===== src/rtl/front_spi_arb_pkg.sv =====
`default_nettype none
// ============================================================================
// Module      : front_spi_arb_pkg
// Description : Shared front-panel definitions for the SPI arbiter: FSM state
//               encoding, requester IDs, default timing parameters and the
//               SPI word type.
// Revision    : 1.0 - initial release
// ============================================================================
package front_spi_arb_pkg;

    // SPI word width and type
    localparam int c_data_w = 24;
    typedef logic [c_data_w-1:0] spi_word_t;

    // Requester IDs
    localparam logic c_id_lcd = 1'b0;
    localparam logic c_id_sw  = 1'b1;

    // Default timing parameters
    localparam int c_def_timeout_cyc = 1024;
    localparam int c_def_gap_cyc     = 4;

    // Arbiter FSM state encoding
    localparam logic [2:0] c_st_idle      = 3'd0;
    localparam logic [2:0] c_st_load      = 3'd1;
    localparam logic [2:0] c_st_start     = 3'd2;
    localparam logic [2:0] c_st_wait_low  = 3'd3;
    localparam logic [2:0] c_st_wait_high = 3'd4;
    localparam logic [2:0] c_st_done      = 3'd5;
    localparam logic [2:0] c_st_gap       = 3'd6;

endpackage
`default_nettype wire


===== src/rtl/front_spi_arb_rr.sv =====
`default_nettype none
// ============================================================================
// Module      : front_rr_arb2
// Description : Two-way round-robin grant. A lone requester is granted; on a
//               tie the requester that was not served last wins.
// Ports       : req[1:0] - request vector, indexed by requester ID
//               last     - ID of the requester served last
//               grant    - ID of the granted requester
// Revision    : 1.0 - initial release
// ============================================================================
module front_rr_arb2
    import front_spi_arb_pkg::*;
(
    input  logic [1:0] req,
    input  logic       last,
    output logic       grant
);

    always_comb begin
        grant = c_id_lcd;
        if (req[c_id_lcd] && req[c_id_sw]) begin
            grant = ~last;
        end else if (req[c_id_sw]) begin
            grant = c_id_sw;
        end else begin
            grant = c_id_lcd;
        end
    end

endmodule
`default_nettype wire


===== src/rtl/front_spi_arb.sv =====
`default_nettype none
// ============================================================================
// Module      : front_spi_arb
// Description : Shares one SPI master between the LCD and switch requesters.
//               Round-robin arbitration, per-requester chip selects gated
//               from the master's CS, CS-wait timeout with sticky error flag
//               and an enforced idle gap between transactions.
// Ports       : i_clk / i_rst (sync, active-low)
//               i_lcd_req, i_lcd_mosi, o_lcd_done - LCD requester
//               i_sw_req,  i_sw_mosi,  o_sw_done  - switch requester
//               o_rx_data                          - received word
//               o_spi_start, o_mosi_data, i_miso_data, i_spi_cs - SPI master
//               o_lcd_cs, o_sw_cs                  - device chip selects
//               o_busy, o_timeout_err, i_err_clear - status
// Revision    : 1.0 - initial release
// ============================================================================
module front_spi_arb
    import front_spi_arb_pkg::*;
#(
    parameter int TIMEOUT_CYC = c_def_timeout_cyc,
    parameter int GAP_CYC     = c_def_gap_cyc
) (
    input  logic                i_clk,
    input  logic                i_rst,
    input  logic                i_lcd_req,
    input  logic [c_data_w-1:0] i_lcd_mosi,
    output logic                o_lcd_done,
    input  logic                i_sw_req,
    input  logic [c_data_w-1:0] i_sw_mosi,
    output logic                o_sw_done,
    output logic [c_data_w-1:0] o_rx_data,
    output logic                o_spi_start,
    output logic [c_data_w-1:0] o_mosi_data,
    input  logic [c_data_w-1:0] i_miso_data,
    input  logic                i_spi_cs,
    output logic                o_lcd_cs,
    output logic                o_sw_cs,
    output logic                o_busy,
    output logic                o_timeout_err,
    input  logic                i_err_clear
);

    // One counter serves both the CS-wait timeout and the inter-transaction gap
    localparam int c_cnt_max = (TIMEOUT_CYC > GAP_CYC) ? TIMEOUT_CYC : GAP_CYC;
    localparam int c_cnt_w   = $clog2(c_cnt_max + 1);
    localparam logic [c_cnt_w-1:0] c_to_last  = c_cnt_w'(TIMEOUT_CYC - 1);
    localparam logic [c_cnt_w-1:0] c_gap_last = c_cnt_w'(GAP_CYC - 1);

    logic [2:0]         r_state;
    logic               r_owner;
    logic               r_last;
    spi_word_t          r_mosi_data;
    spi_word_t          r_rx_data;
    logic [c_cnt_w-1:0] r_cnt;
    logic               r_timeout_err;

    logic w_grant;
    logic w_in_txn;
    logic w_to_hit;
    logic w_to_set;

    front_rr_arb2 u_rr_arb (
        .req   ({i_sw_req, i_lcd_req}),
        .last  (r_last),
        .grant (w_grant)
    );

    // Timeout fires only if the awaited CS level has not arrived this cycle
    assign w_to_hit = (r_cnt == c_to_last);
    assign w_to_set = ((r_state == c_st_wait_low)  &&  i_spi_cs && w_to_hit) ||
                      ((r_state == c_st_wait_high) && !i_spi_cs && w_to_hit);

    always_ff @(posedge i_clk) begin
        if (!i_rst) begin
            r_state       <= c_st_idle;
            r_owner       <= c_id_lcd;
            r_last        <= c_id_sw;
            r_mosi_data   <= '0;
            r_rx_data     <= '0;
            r_cnt         <= '0;
            r_timeout_err <= 1'b0;
        end else begin
            case (r_state)
                c_st_idle: begin
                    if (i_lcd_req || i_sw_req) begin
                        r_owner     <= w_grant;
                        r_last      <= w_grant;
                        r_mosi_data <= (w_grant == c_id_sw) ? i_sw_mosi : i_lcd_mosi;
                        r_state     <= c_st_load;
                    end
                end
                c_st_load: begin
                    r_state <= c_st_start;
                end
                c_st_start: begin
                    r_cnt   <= '0;
                    r_state <= c_st_wait_low;
                end
                c_st_wait_low: begin
                    if (!i_spi_cs) begin
                        r_cnt   <= '0;
                        r_state <= c_st_wait_high;
                    end else if (w_to_hit) begin
                        r_rx_data <= '0;
                        r_state   <= c_st_done;
                    end else begin
                        r_cnt <= r_cnt + c_cnt_w'(1);
                    end
                end
                c_st_wait_high: begin
                    // Capture on the edge into DONE so the word is valid
                    // during the done pulse
                    if (i_spi_cs) begin
                        r_rx_data <= i_miso_data;
                        r_state   <= c_st_done;
                    end else if (w_to_hit) begin
                        r_rx_data <= '0;
                        r_state   <= c_st_done;
                    end else begin
                        r_cnt <= r_cnt + c_cnt_w'(1);
                    end
                end
                c_st_done: begin
                    r_cnt   <= '0;
                    r_state <= c_st_gap;
                end
                c_st_gap: begin
                    if (r_cnt == c_gap_last) begin
                        r_state <= c_st_idle;
                    end else begin
                        r_cnt <= r_cnt + c_cnt_w'(1);
                    end
                end
                default: begin
                    r_state <= c_st_idle;
                end
            endcase

            // Set has priority over clear
            if (w_to_set) begin
                r_timeout_err <= 1'b1;
            end else if (i_err_clear) begin
                r_timeout_err <= 1'b0;
            end
        end
    end

    assign w_in_txn = (r_state == c_st_load)     || (r_state == c_st_start) ||
                      (r_state == c_st_wait_low) || (r_state == c_st_wait_high);

    // Only the owner's CS ever follows the master, so both can never be low
    assign o_lcd_cs = (w_in_txn && (r_owner == c_id_lcd)) ? i_spi_cs : 1'b1;
    assign o_sw_cs  = (w_in_txn && (r_owner == c_id_sw))  ? i_spi_cs : 1'b1;

    assign o_spi_start   = (r_state == c_st_start);
    assign o_lcd_done    = (r_state == c_st_done) && (r_owner == c_id_lcd);
    assign o_sw_done     = (r_state == c_st_done) && (r_owner == c_id_sw);
    assign o_busy        = (r_state != c_st_idle);
    assign o_mosi_data   = r_mosi_data;
    assign o_rx_data     = r_rx_data;
    assign o_timeout_err = r_timeout_err;

endmodule
`default_nettype wire


===== config.mk =====
export PLATFORM = sky130hd
export DESIGN_NAME = front_spi_arb
export DESIGN_NICKNAME = d
export VERILOG_FILES = /design/src/rtl/front_spi_arb_pkg.sv /design/src/rtl/front_spi_arb_rr.sv /design/src/rtl/front_spi_arb.sv
export SDC_FILE = /design/constraint.sdc
export NUM_CORES = 1
export LEC_CHECK = 0
export BUFFER_PORTS_ARGS = -buffer_cell sky130_fd_sc_hd__buf_2
export CAP_MARGIN = 15
export CORE_ASPECT_RATIO = 0.75
export CORE_MARGIN = 3
export CORE_UTILIZATION = 40
export CTS_CLUSTER_SIZE = 28
export DETAILED_ROUTE_END_ITERATION = 10
export GPL_TIMING_DRIVEN = 0
export PLACE_DENSITY = 0.81
export SETUP_SLACK_MARGIN = 0.02
export SLEW_MARGIN = 20
export SYNTH_ARGS = -nofsm -noshare
export SYNTH_HDL_FRONTEND = slang
export SYNTH_SLANG_ARGS = --single-unit

===== constraint.sdc =====
create_clock -name i_clk -period 1.8 [get_ports i_clk]
set_input_delay 0.09 -clock i_clk [delete_from_list [all_inputs] [get_ports i_clk]]
set_output_delay 0.09 -clock i_clk [all_outputs]
set_load 0.005 [all_outputs]

==> results of run 1 <==
## per-stage QoR
stage / setup TNS [ns] / setup slack [ns] / hold WS, ns
floorplan: 0 / 0.0260 / 0.166
global placement: -3.25 / -0.160 / 0.302
detailed placement: -3.37 / -0.175 / 0.304
CTS: 0 / 0.00569 / 0.00325
global route: -0.0660 / -0.0254 / 0.00931
finish: 0 / 0.0291 / 0.0316
## synth_stat cells, types with 2 or more instances
cell	instances
a211oi_1	28
a21oi_1	16
a22o_1	24
a31oi_1	4
and3_1	5
buf_2	10
buf_4	5
buf_6	4
clkbuf_1	3
dfxtp_1	65
inv_1	5
mux2i_1	24
nand2_1	11
nand2b_1	4
nand3_1	4
nand4_1	4
nor2_1	36
nor2_2	2
nor2b_1	3
nor3_1	8
nor3_2	2
nor4_1	2
o21ai_0	12
o31ai_1	2
## power groups by stage
stage               Clock (mW)  Sequential, mW  Combinational (mW)
global placement             0            1.62               0.646
floorplan                    0            1.62               0.384
finish                    1.69            1.59               0.776
detailed placement           0            1.62               0.663
CTS                       1.72            1.58               0.740
global route              1.80            1.60               0.842
## cell type report
type	instances	area, um2	area share (%)
Multi-Input combinational cell	215	1520	34.6
Sequential cell	65	1310	29.8
Timing Repair Buffer	167	993	22.6
Buffer	22	155	3.52
Clock buffer	10	138	3.13
Clock inverter	6	138	3.13
Tap cell	98	123	2.79
Inverter	6	22.5	0.512
## kinds of logic (layout without fill, tap and decap cells)
kind of cell    Yosys count  after routing  share of synthesized area, %
mux                      24             24                          8.23
buf+inv                  28            211                          5.70
simple gates             91             91                          16.1
fa+ha+maj                 1              1                         0.429
compound gates           98             98                          24.7
flops                    65             65                          44.6
xor+xnor                  1              1                         0.300
## worst max-delay path: cells and delay by family, from the launching register on
family / cells / cell delay (ns)
adders and majority gates: 1 / 0.13
buffers and inverters: 1 / 0.14
AOI/OAI and AO/OA: 2 / 0.53
DFF: 1 / 0.36
and+or+nand+nor: 3 / 0.48
## registers in the layout (all words and copies together), names as in the netlist
name           count
o_mosi_data       24
o_rx_data         24
r_cnt             11
r_state            3
o_timeout_err      1
r_last             1
r_owner            1
## worst min path at each step
| stage | endpoint | from |
|---|---|---|
| 6_report | r_last | i_rst |
| 5_1_grt | r_last | i_rst |
| 4_1_cts | r_last | i_rst |
| 3_5_place_dp | o_rx_data[16] | i_miso_data[16] |
| 3_3_place_gp | o_rx_data[21] | i_miso_data[21] |
| 2_1_floorplan | r_last | i_rst |
## layer usage
| metal | part of all wire [%] | wire length (um) | GRT usage [%] |
|---|---|---|---|
| met2 | 47 | 4280 | 32.9 |
| met4 | 2.1 | 191 | 7.47 |
| met5 | 0 | 0 | 0 |
| met1 | 43 | 3930 | 27.3 |
| met3 | 7.5 | 682 | 4.85 |
## repair_timing
item / in CTS / in global routing
setup buffers: 6 / 4
endpoints found under the setup margin: 50 / 55
hold buffers: 24 / 0
pin swaps: 3 / 21
resized for setup: 15 / 12
hold endpoints to repair: 24 / 0
cloned: 2 / 0
==> reports/metrics.cfg, run 1 <==
[critical_path]
critPathCaptureType=register
path_max_fanout=7
crit-reg2reg-capture=o_rx_data[12]
cp_data_arrival_time_ns=1.99
startpoint=r_cnt[0]
crit_path_start_kind=register
timing.critical_path.required_ns=2.01
r2r-start=r_cnt[0]
timing.setup.critical_path_class=reg2reg
worst_setup_path_endpoint=o_rx_data[12]
worst-r2r-setup-slack_ns=0.03
critical-path-max-stage-delay_ns=0.36
slowest_cp_cell=dfxtp_4
crit_path_cell_trace=ha_4 -> and4_4 -> and3_4 -> nor2_2 -> o221a_4 -> buf_6 -> a22o_1
reg2reg_depth=7

[logic_synthesis]
syn_inst=308
asyncSetResetFlopFracSynth_pct=0
yosysWarnings=0
syn_nets=387
synth.avg_cell_area_um2=9.48
yosysTopAreaCell=dfxtp_1
synth_cell_type_count=49
portion_of_the_post_synthesis_area_used_by_sequential_elements_pct=44.6
synth_top_area_share_pct=44.6
synth_seq_cells=65
number_of_flops_mapped_to_enable_cells_by_yosys=0
yosys-top-cells-area=dfxtp_1 (45%), mux2i_1 (8.2%), a211oi_1 (7.2%), a22o_1 (7.2%), nor2_1 (4.6%)
post_synth_instance_area_mm2=0.00292
synthFlopType=dfxtp_1

[floorplan]
coreArea_mm2=0.00693
design.die.area_mm2=0.00837
die_height_um=80.0
floorplan.initialDensity_pct=42.1
num_io_pins=133
row_count=26
die_w_um=105

[placed_design]
placement.io_buffers=131
place.detailed.hpwl_mm=6.19
placedCellCount=537
placed_area_mm2=0.00370
place_congestion=0.927

[power]
ir_worst_vdd_uv=598
design_power_total_mw=4.06
total_leakage_power_nw=2.00
pwr-share-seq_pct=39.1
pwr_density_cell_mw_per_mm2=921
power.switching_fraction_pct=25.6
power.combinational.fraction_pct=19.1
cell_internal_pwr_mw=3.02
p_clk_share_pct=41.7
switching_power_of_the_nets_mw=1.04

[clock_network]
clockBufferDepth=2
cts.root.buffer_cell=clkbuf_8
h_tree_level_count=3
cts_inserted_buffers=9
clock_sinks=65
worst_skew_pair.late_latency_ns=0.33
clock_tree_from_tritoncts=done
clk_pin_slew_ns=0.08

[sta]
slew_viol_final=0
worst_slew_margin_rel_pct=66.0
final.setup_skew_ns=0.0129
max_clock_freq_mhz=565
finalSetupViolCount=0
finalWorstPathRequiredPeriod_ns=1.77
period_share_pct=98.4
grt_setup_unrepaired=true
hold_viol_final=0
max_slew.worst_pin.slew_ns=0.507

[route]
num_vias=3143
sum_of_routed_wire_length_over_all_layers_mm=9.08
vias_per_cell=5.34
drc_errors=0
drt_pass_1_iters=5
violation_count_after_the_first_detailed_route_iteration=279
antenna_violation_net_count_after_detailed_routing=0
route.detailed.wl_per_inst_um=15.4

[layout]
num-nets-final=565
antenna-diode-count=0
fillCellCount=556
fin_cells=589
final_core_util_pct=63.5
final_layout_size_suffix_gt1_share_pct=42.0
area_delta_synth_final_pct=50.8
mostFrequentLayoutCell=buf_2
most_used_cells_in_the_layout_excluding_fill_and_tap_cells=buf_2 (138), dfxtp_1 (61), nor2_1 (34), a211oi_1 (28)
fin_area_mm2=0.00440

[grt]
global_route.usage.total_pct=20.6
globalRoute.totalOverflow=0
grt_antenna_before_repair=0
grt_pass1_vias=2925
grt_pass1_wl_mm=14.1
grt_start_max_net_pins=13

[min_path]
worst_hold_path_type=in2reg
timing.hold.worst_path_depth=2

[job]
cap_viol_max_count=0

[outcome]
run_status=finished clean

Power figures use the tool's default switching activity.
==> run 2, diff against run 1 <==
--- a/config.mk
+++ b/config.mk
@@ -13,6 +13,7 @@
 export CTS_CLUSTER_SIZE = 28
 export DETAILED_ROUTE_END_ITERATION = 10
 export GPL_TIMING_DRIVEN = 0
+export HOLD_SLACK_MARGIN = 0.12
 export PLACE_DENSITY = 0.81
 export SETUP_SLACK_MARGIN = 0.02
 export SLEW_MARGIN = 20
==> run 2 against run 1 <==
  * Sequential power about the same
  * Clock skew rose by 0.0061 ns
  * Critical path depth is the same
  * Utilization is 7.0 points higher
  * Maximum frequency decreased by 0.58%
  * Non-clock buffer count grew 43
  * Via count up 14%
  * Routed wire length up 26%
  * Largest cell class is now buffers
==> reports/metrics.cfg, run 2 (synthesis gave the netlist of run 1 again) <==
[outcome]
run_status=finished clean

[layout]
final_core_util_pct=70.5  ; +7.0 points
area_delta_synth_final_pct=67.4
mostFrequentLayoutCell=buf_2
most_used_cells_in_the_layout_excluding_fill_and_tap_cells=buf_2 (135), dlygate4sd3_1 (65), dfxtp_1 (57), nor2_1 (34), a211oi_1 (25)
antenna-diode-count=0  ; unchanged
final_layout_size_suffix_gt1_share_pct=40.6  ; -1.3 points
num-nets-final=608  ; +7.6%
fin_cells=632  ; +7.3%

[critical_path]
cp_common_cell=dlygate4sd3_1
timing.critical_path.required_ns=2.00  ; about the same
startpoint=i_lcd_req
critPathCaptureType=register
timing.setup.critical_path_class=in2reg
cpLargestDelayFamily=buffers and inverters
crit_path_cell_trace=dlygate4sd3_1 -> buf_2 -> a21boi_1 -> buf_4 -> mux2i_1 -> dlygate4sd3_1 -> a211oi_2
critical-path-max-stage-delay_ns=0.62  ; +0.26 ns
reg2reg_depth=7  ; unchanged
cp_data_arrival_time_ns=1.99  ; about the same
worst-r2r-setup-slack_ns=0.02  ; about the same
crit_path_start_kind=primary input
path_max_fanout=5  ; -2
r2r-start=r_cnt[1]
crit-reg2reg-capture=o_rx_data[8]
buffers_and_inverters_on_the_worst_path=4  ; +3
slowest_cp_cell=dlygate4sd3_1

[grt]
grt_pass1_wl_mm=17.4  ; +23%
grt_antenna_before_repair=0  ; unchanged
global_route.usage.total_pct=25.5  ; +5.0 points
grt_start_max_net_pins=13  ; unchanged
globalRoute.totalOverflow=0  ; unchanged
grt_pass1_vias=3522  ; +20%

[floorplan]
row_count=26  ; unchanged
die_height_um=80.0  ; unchanged
num_io_pins=133  ; unchanged
floorplan.initialDensity_pct=42.1  ; unchanged
die_w_um=105  ; unchanged
coreArea_mm2=0.00693  ; unchanged
design.die.area_mm2=0.00837  ; unchanged

[clock_network]
h_tree_level_count=3  ; unchanged
cts_inserted_buffers=9  ; unchanged
clk_pin_slew_ns=0.08  ; about the same
clockBufferDepth=2  ; unchanged
clock_tree_from_tritoncts=done
worst_skew_pair.late_latency_ns=0.34  ; about the same
cts.root.buffer_cell=clkbuf_8
clock_sinks=65  ; unchanged

[sta]
grt_setup_unrepaired=true
worst_slew_margin_rel_pct=61.7  ; -4.4 points
final.setup_skew_ns=0.0190  ; +0.00606 ns
sum_neg_setup_slack_ns=0  ; unchanged
hold_viol_final=0  ; unchanged
finalWorstPathRequiredPeriod_ns=1.78  ; +0.0103 ns
max_slew.worst_pin.slew_ns=0.575  ; +0.0680 ns
max_clock_freq_mhz=561  ; -0.58%
finalSetupViolCount=0  ; unchanged
period_share_pct=99.0  ; +0.57 points
slew_viol_final=0  ; unchanged

[min_path]
worst_hold_path_type=in2reg
min_from=i_sw_mosi[9]
timing.hold.worst_path_depth=3  ; +1
hold_path_end=o_mosi_data[9]

[route]
sum_of_routed_wire_length_over_all_layers_mm=11.4  ; +26%
drc_errors=0  ; unchanged
drt_pass_1_iters=5  ; unchanged
antenna_violation_net_count_after_detailed_routing=0  ; unchanged
route.detailed.wl_per_inst_um=18.1  ; +17%
violation_count_after_the_first_detailed_route_iteration=376  ; +35%
vias_per_cell=5.66  ; +6.0%
num_vias=3575  ; +14%

[placed_design]
placement.io_buffers=131  ; unchanged
place_congestion=0.927  ; unchanged
placedCellCount=537  ; unchanged
place.detailed.hpwl_mm=6.19  ; unchanged

[power]
design_power_total_mw=4.25  ; +4.7%
ir_worst_vdd_uv=654  ; +9.4%
total_leakage_power_nw=2.20  ; +9.9%
pwr_density_cell_mw_per_mm2=869  ; -5.7%

[job]
cap_viol_max_count=0  ; unchanged

[run 2: changes by cell type in the layout (fill, tap and decap cells not counted), sizes merged]
cell,change
buf,+2
dlygate4sd3,+41
[run 2: tightest hold or removal path, stage by stage]
cell      delay [ns]
buf_2           0.09
mux2i_1         0.15
a211oi_1        0.09
[run 2: power breakdown]
| group | switching [mW] | internal, mW | leakage [nW] |
|---|---|---|---|
| Clock | 0.607 | 1.11 | 0.137 |
| Combinational | 0.469 | 0.463 | 1.52 |
| Sequential | 0.0652 | 1.53 | 0.535 |
| Total | 1.14 | 3.10 | 2.20 |
[run 2: worst max-delay path by stage]
stage / cells after the start / endpoint
2_1_floorplan: 7 / o_rx_data[10]
3_3_place_gp: 7 / o_rx_data[13]
3_5_place_dp: 7 / o_rx_data[17]
4_1_cts: 7 / o_rx_data[8]
5_1_grt: 6 / o_rx_data[12]
6_report: 7 / o_mosi_data[17]
[run 2: routing by layer]
layer / global-route usage, % / vias to the layer above / part of all wire [%]
met3: 5.90 / 60 / 8.0
met4: 11.1 / 0 / 4.4
li1: - / 1595 / -
met2: 44.5 / 221 / 49
met1: 30.5 / 1699 / 39
met5: 0 / - / 0
[run 2: stage by stage]
step	setup WS (ns)	cell area (um2)	hold WS, ns
after global placement	-0.160	3700	0.302
after CTS	0.00569	4740	0.120
after global routing	-0.0129	4890	0.126
after floorplan	0.0260	2920	0.166
final	0.0187	4890	0.126
after detailed placement	-0.175	3700	0.304
[run 2: layout make-up]
cell class,count,area (um2)
buffer,22,166
fill,460,2040
multi-input combinational,215,1560
timing repair buffer,210,1430
clock buffer,10,138
inverter,6,22.5
clock inverter,6,138
sequential,65,1320
tap,98,123
[run 2: repair_timing]
item                       CTS  global route
gates cloned                 2             0
buffers inserted             6             6
pin swaps                    3            28
setup endpoints to repair   50            59
hold buffers                65             0
hold endpoints to repair    50             0
gates resized for setup     15            33
==> run 3, diff against run 2 <==
--- a/config.mk
+++ b/config.mk
@@ -9,12 +9,12 @@
 export CAP_MARGIN = 15
 export CORE_ASPECT_RATIO = 0.75
 export CORE_MARGIN = 3
-export CORE_UTILIZATION = 40
+export CORE_UTILIZATION = 34
 export CTS_CLUSTER_SIZE = 28
 export DETAILED_ROUTE_END_ITERATION = 10
 export GPL_TIMING_DRIVEN = 0
 export HOLD_SLACK_MARGIN = 0.12
-export PLACE_DENSITY = 0.81
+export PLACE_DENSITY = 0.75
 export SETUP_SLACK_MARGIN = 0.02
 export SLEW_MARGIN = 20
 export SYNTH_ARGS = -nofsm -noshare
==> run 3 against run 2 <==
  * The run now ends with setup timing left
  * Critical path depth shrank 1
  * Non-clock buffer count shrank 13
  * First-iteration DRC count shrank 33%
  * Register-to-register slack lost 0.06 ns
  * Via count shrank 9.4%
  * Cell count shrank 1.3%
  * Maximum frequency shrank 3.5%
  * Utilization shrank 12 points
  * Sequential power is essentially flat
  * Critical path type is now reg2reg
  * Largest power group is now registers
==> reports/metrics.cfg, run 3 (synthesis gave the netlist of run 1 again) <==
[route]
num_vias=3239  ; -9.4%
drc_errors=0  ; unchanged
sum_of_routed_wire_length_over_all_layers_mm=9.66  ; -15%
violation_count_after_the_first_detailed_route_iteration=251  ; -33%
route.detailed.wl_per_inst_um=15.5  ; -14%
drt_pass_1_iters=4  ; -1
antenna_violation_net_count_after_detailed_routing=0  ; unchanged
vias_per_cell=5.19  ; -8.2%

[layout]
sequential_cell_area_mm2=0.00131  ; -0.28%
fin_area_mm2=0.00475  ; -2.8%
area_delta_synth_final_pct=62.7
num-nets-final=595  ; -2.1%
most_used_cells_in_the_layout_excluding_fill_and_tap_cells=buf_2 (137), dfxtp_1 (60), dlygate4sd3_1 (53), nor2_1 (33), a211oi_1 (28)
antenna-diode-count=0  ; unchanged
final_core_util_pct=58.4  ; -12 points
multiInputGateArea_mm2=0.00156  ; unchanged
mostFrequentLayoutCell=buf_2
fillCellCount=660  ; +43%
final_layout_size_suffix_gt1_share_pct=40.8  ; +0.21 points

[placed_design]
post-place-ws_ns=-0.198  ; -0.0237 ns
placed_area_mm2=0.00371  ; +0.24%
place_congestion=0.897  ; -3.2%
placement.io_buffers=131  ; unchanged
place.detailed.hpwl_mm=6.17  ; -0.31%

[grt]
grt_pass1_vias=3223  ; -8.5%
grt_pass1_wl_mm=15.4  ; -11%
grt_antenna_before_repair=0  ; unchanged
global_route.usage.total_pct=19.4  ; -6.2 points
grt_start_max_net_pins=11  ; -2
globalRoute.totalOverflow=0  ; unchanged

[floorplan]
floorplan.initialDensity_pct=35.9  ; -6.2 points
coreArea_mm2=0.00813  ; +17%
num_io_pins=133  ; unchanged
die_height_um=86.2  ; +7.8%
design.die.area_mm2=0.00974  ; +16%
row_count=28  ; +7.7%
die_w_um=113  ; +8.0%

[power]
switching_power_of_the_nets_mw=1.05  ; -7.7%
total_leakage_power_nw=2.13  ; -2.8%
cell_internal_pwr_mw=2.94  ; -5.1%
design_power_total_mw=4.00  ; -5.8%
pwr_density_cell_mw_per_mm2=842  ; -3.1%
power.combinational.fraction_pct=20.9  ; -1.1 points
ir_worst_vdd_uv=560  ; -14%
pwr-share-seq_pct=39.8  ; +2.1 points
power.switching_fraction_pct=26.4  ; -0.54 points
p_clk_share_pct=39.3  ; -1.1 points

[sta]
finalWorstPathRequiredPeriod_ns=1.85  ; +0.0637 ns
final.setup_skew_ns=0.00342  ; -0.0155 ns
final_setup_margin_ns=-0.0450  ; -0.0637 ns
slew_viol_final=0  ; unchanged
finalSetupViolCount=24  ; +24
max_clock_freq_mhz=542  ; -3.5%
grt_setup_unrepaired=true
hold_ws_ns=0.121  ; -0.00553 ns
worst_slew_margin_rel_pct=63.3  ; +1.7 points
period_share_pct=103  ; +3.5 points
hold_viol_final=0  ; unchanged
max_slew.worst_pin.slew_ns=0.548  ; -0.0273 ns

[critical_path]
crit_path_start_kind=register
critPathCaptureType=register
cp_data_arrival_time_ns=2.05  ; +0.06 ns
timing.critical_path.required_ns=2.00  ; about the same
slowest_cp_cell=dfxtp_1
crit_path_cell_trace=nor2b_2 -> and3_4 -> nor2_4 -> o221a_4 -> buf_6 -> a22o_1
critical-path-max-stage-delay_ns=0.44  ; -0.18 ns
timing.setup.critical_path_class=reg2reg
path_max_fanout=6  ; +1

[min_path]
worst_hold_path_type=in2reg

[job]
cap_viol_max_count=0  ; unchanged

[outcome]
run_status=complete, but fails checks
violations_in_the_final_reports=setup timing

[clock_network]
worst_skew_pair.late_latency_ns=0.32  ; -0.02 ns
clockBufferDepth=2  ; unchanged
clk_pin_slew_ns=0.05  ; -0.03 ns
cts.root.buffer_cell=clkbuf_16
cts_inserted_buffers=9  ; unchanged
clock_sinks=65  ; unchanged
h_tree_level_count=3  ; unchanged
clock_tree_from_tritoncts=done

-- run 3: cell types whose count changed in the layout (fill, tap and decap cells not counted), moves of 3 or more --
cell	previous run	this run
clkbuf_8	10	2
bufinv_16	4	0
dlygate4sd3_1	65	53
a211oi_1	25	28
clkbuf_16	0	9
buf_6	10	7
dfxtp_1	57	60
a211oi_2	3	0
dfxtp_2	6	3
-- run 3: worst max-delay path, delay by kind of cell, from the launching register on --
kind | cells | cell delay, ns
compound gates | 2 | 0.54
flops | 1 | 0.44
buf+inv | 1 | 0.15
simple gates | 3 | 0.60
-- run 3: power by group through the flow --
stage	combinational (mW)	sequential [mW]	clock, mW
floorplan	0.384	1.62	0
global placement	0.650	1.61	0
detailed placement	0.664	1.62	0
CTS	0.794	1.59	1.61
global route	0.910	1.60	1.68
finish	0.835	1.59	1.57
-- run 3: through the flow --
| stage | std cells | TNS (ns) |
|---|---|---|
| finish | 624 | -0.589 |
| global route | 624 | -2.04 |
| CTS | 622 | 0 |
| detailed placement | 544 | -5.16 |
| global placement | 544 | -3.82 |
| floorplan | 308 | 0 |
-- run 3: worst paths after layout --
| check | depth (start not counted) | to | slack [ns] | from |
|---|---|---|---|---|
| worst max-delay path | 6 | o_rx_data[20] | -0.05 | r_cnt[9] |
| worst min register to register | 1 | o_rx_data[12] | 0.48 | o_rx_data[12] |
| worst max register to register | 6 | o_rx_data[20] | -0.05 | r_cnt[9] |
| worst min-delay path | 3 | o_mosi_data[22] | 0.12 | i_lcd_mosi[22] |
-- run 3: per-layer routing --
layer / vias to the layer above / part of all wire (%) / GRT usage [%]
met5: - / 0 / 0
met4: 0 / 2.7 / 6.99
met3: 26 / 7.5 / 5.23
met2: 156 / 47 / 32.2
met1: 1490 / 43 / 24.3
li1: 1567 / - / -
-- run 3: area by class of cell --
type | instances | area share (%)
plain buffers | 22 | 3.32
clock buffers | 11 | 5.32
clock inverters | 3 | 0.369
inverters | 6 | 0.474
multi-input cells | 215 | 32.8
flip-flops and latches | 65 | 27.6
well taps | 105 | 2.77
repair buffers | 197 | 27.3
-- run 3: timing repair --
action                                 in CTS  in global routing
gates resized for setup                    20                 22
cloned                                      2                  0
hold buffers                               53                  0
pin swaps                                  27                  7
endpoints found under the hold margin      43                  0
setup endpoints to repair                  51                 60
buffers inserted                            9                  2
